==> config.mk <==
export PLATFORM = sky130hd
export DESIGN_NAME = memory_request_unit
export DESIGN_NICKNAME = d
export VERILOG_FILES = /design/src/rtl/memory_request_unit.sv
export SDC_FILE = /design/constraint.sdc
export NUM_CORES = 1
export LEC_CHECK = 0
export BUFFER_PORTS_ARGS = -buffer_cell sky130_fd_sc_hd__buf_2
export CORE_UTILIZATION = 30
export DETAILED_ROUTE_END_ITERATION = 12
export PLACE_DENSITY = 0.57
export RECOVER_POWER = 25
export SLEW_MARGIN = 20
export SYNTH_ARGS = -nofsm -noshare
export SYNTH_HDL_FRONTEND = slang
export SYNTH_SLANG_ARGS = --single-unit
==> constraint.sdc <==
create_clock -name CLK -period 5.35 [get_ports CLK]
set_clock_uncertainty 0.2 [all_clocks]
set_input_delay 1.07 -clock CLK [delete_from_list [all_inputs] [get_ports CLK]]
set_output_delay 1.07 -clock CLK [all_outputs]
set_load 0.01 [all_outputs]
==> src/rtl/memory_request_unit.sv <==
// memory_request_unit: issues fetch/data requests, holds data requests until dhit, sticky halt and stats.
module memory_request_unit #(
  parameter int CNT_W   = 32,
  parameter int TIMEOUT = 1024
) (
  input  logic             CLK,
  input  logic             RST,
  input  logic             dREN,
  input  logic             dWEN,
  input  logic             datomic,
  input  logic             halt,
  input  logic             ihit,
  input  logic             dhit,
  output logic             imemREN,
  output logic             dmemREN,
  output logic             dmemWEN,
  output logic             dmematomic,
  output logic             pc_en,
  output logic             halted,
  output logic             timeout_err,
  output logic [CNT_W-1:0] retire_cnt,
  output logic [CNT_W-1:0] stall_cnt
);
  localparam int TW = $clog2(TIMEOUT + 1);
  localparam logic [TW-1:0] TMO_LAST = TW'(TIMEOUT - 1);

  typedef enum logic [1:0] {IDLE, DWAIT, HALTED} state_t;

  state_t           state_q, state_d;
  logic             dren_q, dren_d, dwen_q, dwen_d, datomic_q, datomic_d;
  logic             terr_q, terr_d;
  logic [TW-1:0]    tmo_q, tmo_d;
  logic [CNT_W-1:0] ret_q, ret_d, stl_q, stl_d;
  logic             issue, done, stall;

  always_ff @(posedge CLK or posedge RST)
    if (RST) state_q <= IDLE;
    else     state_q <= state_d;

  always_comb begin
    state_d = (state_q == IDLE && ihit) ? (halt ? HALTED : (dREN | dWEN) ? DWAIT : IDLE) :
              (state_q == DWAIT && dhit) ? IDLE : state_q;
  end

  always_comb begin
    imemREN = state_q == IDLE;
    halted  = state_q == HALTED;
    issue   = state_q == IDLE && ihit && !halt && (dREN || dWEN);
    done    = state_q == DWAIT && dhit;
    stall   = state_q == DWAIT && !dhit;
    pc_en   = (state_q == IDLE && ihit && !halt && !dREN && !dWEN) || done;
  end

  // Request bits latch on issue and hold until the completing dhit.
  always_comb begin
    dren_d    = issue ? dREN    : done ? 1'b0 : dren_q;
    dwen_d    = issue ? dWEN    : done ? 1'b0 : dwen_q;
    datomic_d = issue ? datomic : done ? 1'b0 : datomic_q;
    tmo_d     = issue ? '0 : (stall && tmo_q != TMO_LAST) ? tmo_q + 1'b1 : tmo_q;
    terr_d    = terr_q || (stall && tmo_q == TMO_LAST);
    ret_d     = (pc_en && !(&ret_q)) ? ret_q + 1'b1 : ret_q;
    stl_d     = (stall && !(&stl_q)) ? stl_q + 1'b1 : stl_q;
  end

  always_ff @(posedge CLK or posedge RST)
    if (RST) begin
      dren_q    <= 1'b0;
      dwen_q    <= 1'b0;
      datomic_q <= 1'b0;
      terr_q    <= 1'b0;
      tmo_q     <= '0;
      ret_q     <= '0;
      stl_q     <= '0;
    end else begin
      dren_q    <= dren_d;
      dwen_q    <= dwen_d;
      datomic_q <= datomic_d;
      terr_q    <= terr_d;
      tmo_q     <= tmo_d;
      ret_q     <= ret_d;
      stl_q     <= stl_d;
    end

  assign dmemREN     = dren_q;
  assign dmemWEN     = dwen_q;
  assign dmematomic  = datomic_q;
  assign timeout_err = terr_q;
  assign retire_cnt  = ret_q;
  assign stall_cnt   = stl_q;
endmodule

==> summary.md <==
| Metric | Value |
|---|---|
| Mapped Cells | 381 |
| Critical Path End Type | output pin |
| Worst skew pair latency | 0.34 ns |
| Detailed placer's ending HPWL | 6.490 mm |
| Die W | 117.2 um |
| Asr flop ratio synth | 100.0% |
| Io pins | 79 |
| Status | complete, but fails checks |
| Post_cts resized | 0 |
| Yosys warning count | 0 |
| Syn Nets | 392 |
| VDD IR max | 0.1821 mV |
| Global-route wire length before repair | 14.83 mm |
| Proportion of synthesized area in mux cells | 0.9428% |
| Distinct cells, synth | 49 |
| Vert. Die Dim | 117.2 um |
| Effective utilization at floorplan | 31.17% |
| Core footprint | 12,770 um2 |
| WL per Instance | 14.13 um |
| Post-synthesis compound-gate area fraction | 5.845% |
| CP cell instances | clkbuf_1 > or4b_4 > o31ai_4 > buf_2 |
| Postcts setup bufs | 0 |
| All-Layer GR Usage | 14.18% |
| Reg2Reg Depth | 4 |
| Overall power | 1463 uW |
| Post-synth design cell area | 3981 um2 |
| Drt pass-1 iters | 4 |
| Register area share after synthesis | 50.91% |
| Max Root-Sink Buffers | 2 |
| Clock transition at the registers of the reported paths | 0.06 ns |
| Synth Flop Type | dfrtp_1 |
| Max Fclk | 274.7 MHz |
| Global route total overflow | 0 |
| CP max-delay cell | or4b_4 |
| Worst EP arrival | 2.37 ns |
| DRT Wirelength | 9.084 mm |
| RSZ-0062 raised after global routing | no |
| DRT antenna net count | 0 |
| Clk Tree Root Cell | clkbuf_16 |
| RR Startpoint | state_q[1]$_DFFE_PP0P_ |
| Max-cap viol count | 1 |
| ANT cells | 0 |
| Synth Area in Adders | 0.9428% |
| Hold depth | 1 |
| Failing checks | max-capacitance violations, max-slew violations |
| Worst Hold Class | register to register |
| Synth Area in XOR/XNOR | 13.64% |
| WHS | 0.2673 ns |
| Seq cells post-synth | 81 |
| Clock sink count | 81 |
| Final core occ | 38.40% |
| Final Hold Fails | 0 |
| Share of layout cells above drive strength 1 | 23.14% |
| Area grow syn2layout | 23.19% |
| Main combinational cell family by area after synthesis | simple AND/OR/NAND/NOR gates |
| Hold path startpoint | timeout_err$_DFF_PP0_ |
| Max-slew violations | 50 |
| Largest net degree at the start of global routing | 50 |
| Setup CP Type | primary input to output pin |
| Full die area | 13,740 um2 |
| RD Place Congestion | 0.8247 |
| Initial antenna violation count | 0 |
| Worst Setup Start Kind | primary input |
| CTS tree | done |
| Slew headroom | -44.47% |
| # DRC | 0 |
| IO Port Bufs | 78 |
| DR iter-0 viols | 114 |
| Hold-fix buffers, CTS | 0 |
| EDFF count, synth | 0 |
| Worst reg2reg endpoint | retire_cnt[1]$_DFFE_PP0P_ |
| Final Cycle Share | 68.06% |
| DR vias | 3,206 |
| Post-Synth Simple-Gate Area | 26.05% |
| Delay of the slowest critical-path stage | 0.50 ns |
| Row cnt | 41 |
| Leak pwr | 0.002315 uW |
| Max FO, Critical Path | 12 |
| Fin nets | 477 |
| WP data required | 4.08 ns |
| Total negative slack | 0 ns |
| Vias per cell | 4.986 |
| Setup slack, reg-to-reg | 2.67 ns |
| Vias in the first global route | 2,902 |
| Htree depth | 3 |
| Total CTS buffers | 9 |
| WHS Endpoint | timeout_err$_DFF_PP0_ |
| Worst-Margin Slew | 2.155 ns |
| Filler Cells Inserted | 1,286 |
| Final setup fails | 0 |
| Mean Syn Cell Area | 10.45 um2 |
| Min cycle time layout | 3.641 ns |
| PwrDens | 298.2 nW/um2 |
critical path, delay by kind of cell:
kind,cells,cell delay [ns]
AOI/OAI and AO/OA,1,0.47
buffers and inverters,2,0.33
and+or+nand+nor,1,0.50
worst max-delay path by stage:
stage          start                  end  slack (ns)  cells past startpoint
2_1_floorplan    RST  dmemREN$_DFFE_PP0P_        2.00                      1
5_1_grt         halt                pc_en        1.62                      4
4_1_cts         halt                pc_en        1.69                      4
3_3_place_gp    halt                pc_en        1.69                      4
6_report        halt                pc_en        1.71                      4
3_5_place_dp    halt                pc_en        1.70                      4
cell families (layout without fill, tap and decap cells):
| logic type | count (synthesis) | in the layout |
|---|---|---|
| XOR/XNOR | 62 | 62 |
| adder cells (fa/ha/maj) | 3 | 3 |
| AND/OR/NAND/NOR | 184 | 184 |
| AO/OA/AOI/OAI | 33 | 33 |
| buffers and inverters | 15 | 105 |
| flip-flops | 81 | 81 |
| multiplexers | 3 | 3 |
cells in the final DEF, fill, tap and decap left out, types with 9 or more instances in the layout:
cell type	instances
and3_1	11
buf_2	70
clkbuf_16	9
dfrtp_1	81
nand2_1	37
nand3_1	28
nand4_1	32
nor2_1	26
nor3_1	9
o21ai_0	10
xnor2_1	39
xor2_1	23
cell usage after synthesis, types with 3 or more instances:
master | instances | area (um2)
ha_1 | 3 | 37.54
dfrtp_1 | 81 | 2027
and4_1 | 8 | 70.07
nor4_1 | 3 | 18.77
inv_1 | 9 | 33.78
nor3_2 | 6 | 60.06
or3_1 | 3 | 18.77
xnor2_1 | 39 | 341.6
a31oi_1 | 8 | 50.05
and3_1 | 11 | 68.82
nor3_1 | 9 | 45.04
a21oi_1 | 4 | 20.02
xor2_1 | 23 | 201.4
nor2_1 | 26 | 97.59
nand4_1 | 32 | 200.2
clkbuf_1 | 3 | 11.26
o21ai_0 | 9 | 45.04
nand2_1 | 37 | 138.9
nand3_1 | 28 | 140.1
final cells by class:
type	count	area, um2	area share [%]
Clock inverter	6	105.1	2.143
Multi-Input combinational cell	285	1888	38.49
Timing Repair Buffer	80	395.4	8.061
Clock buffer	10	239.0	4.872
Inverter	9	35.03	0.7143
Tap cell	172	215.2	4.388
Sequential cell	81	2027	41.33
power by group:
group / total (uW) / leakage, uW / switching, uW / internal, uW
Sequential: 671 / 0.00110 / 33.4 / 638
Combinational: 79.4 / 0.00104 / 46.7 / 32.6
Clock: 712 / 0.000172 / 246 / 466
registers in the layout, indices dropped and copies added (netlist names):
name,flops
retire_cnt,32
dmemWEN,1
dmematomic,1
dmemREN,1
tmo_q,11
stall_cnt,32
timeout_err,1
state_q,2
metrics by stage:
step	cells	setup WS, ns	area (um2)
final	643	1.709	4905
after global routing	643	1.620	4905
after CTS	643	1.693	4915
after detailed placement	627	1.698	4571
after global placement	627	1.693	4571
after floorplan	381	2.000	3981
metal layers:
metal	wire, um	up-vias	part of all wire (%)	track usage [%]
met5	0	-	0	0
met4	85	0	0.94	3.713
met3	510	7	5.6	5.664
met2	4032	79	44	21.14
met1	4455	1582	49	19.05
li1	-	1538	-	-
Note: power is estimated with default switching activity, not from simulation.
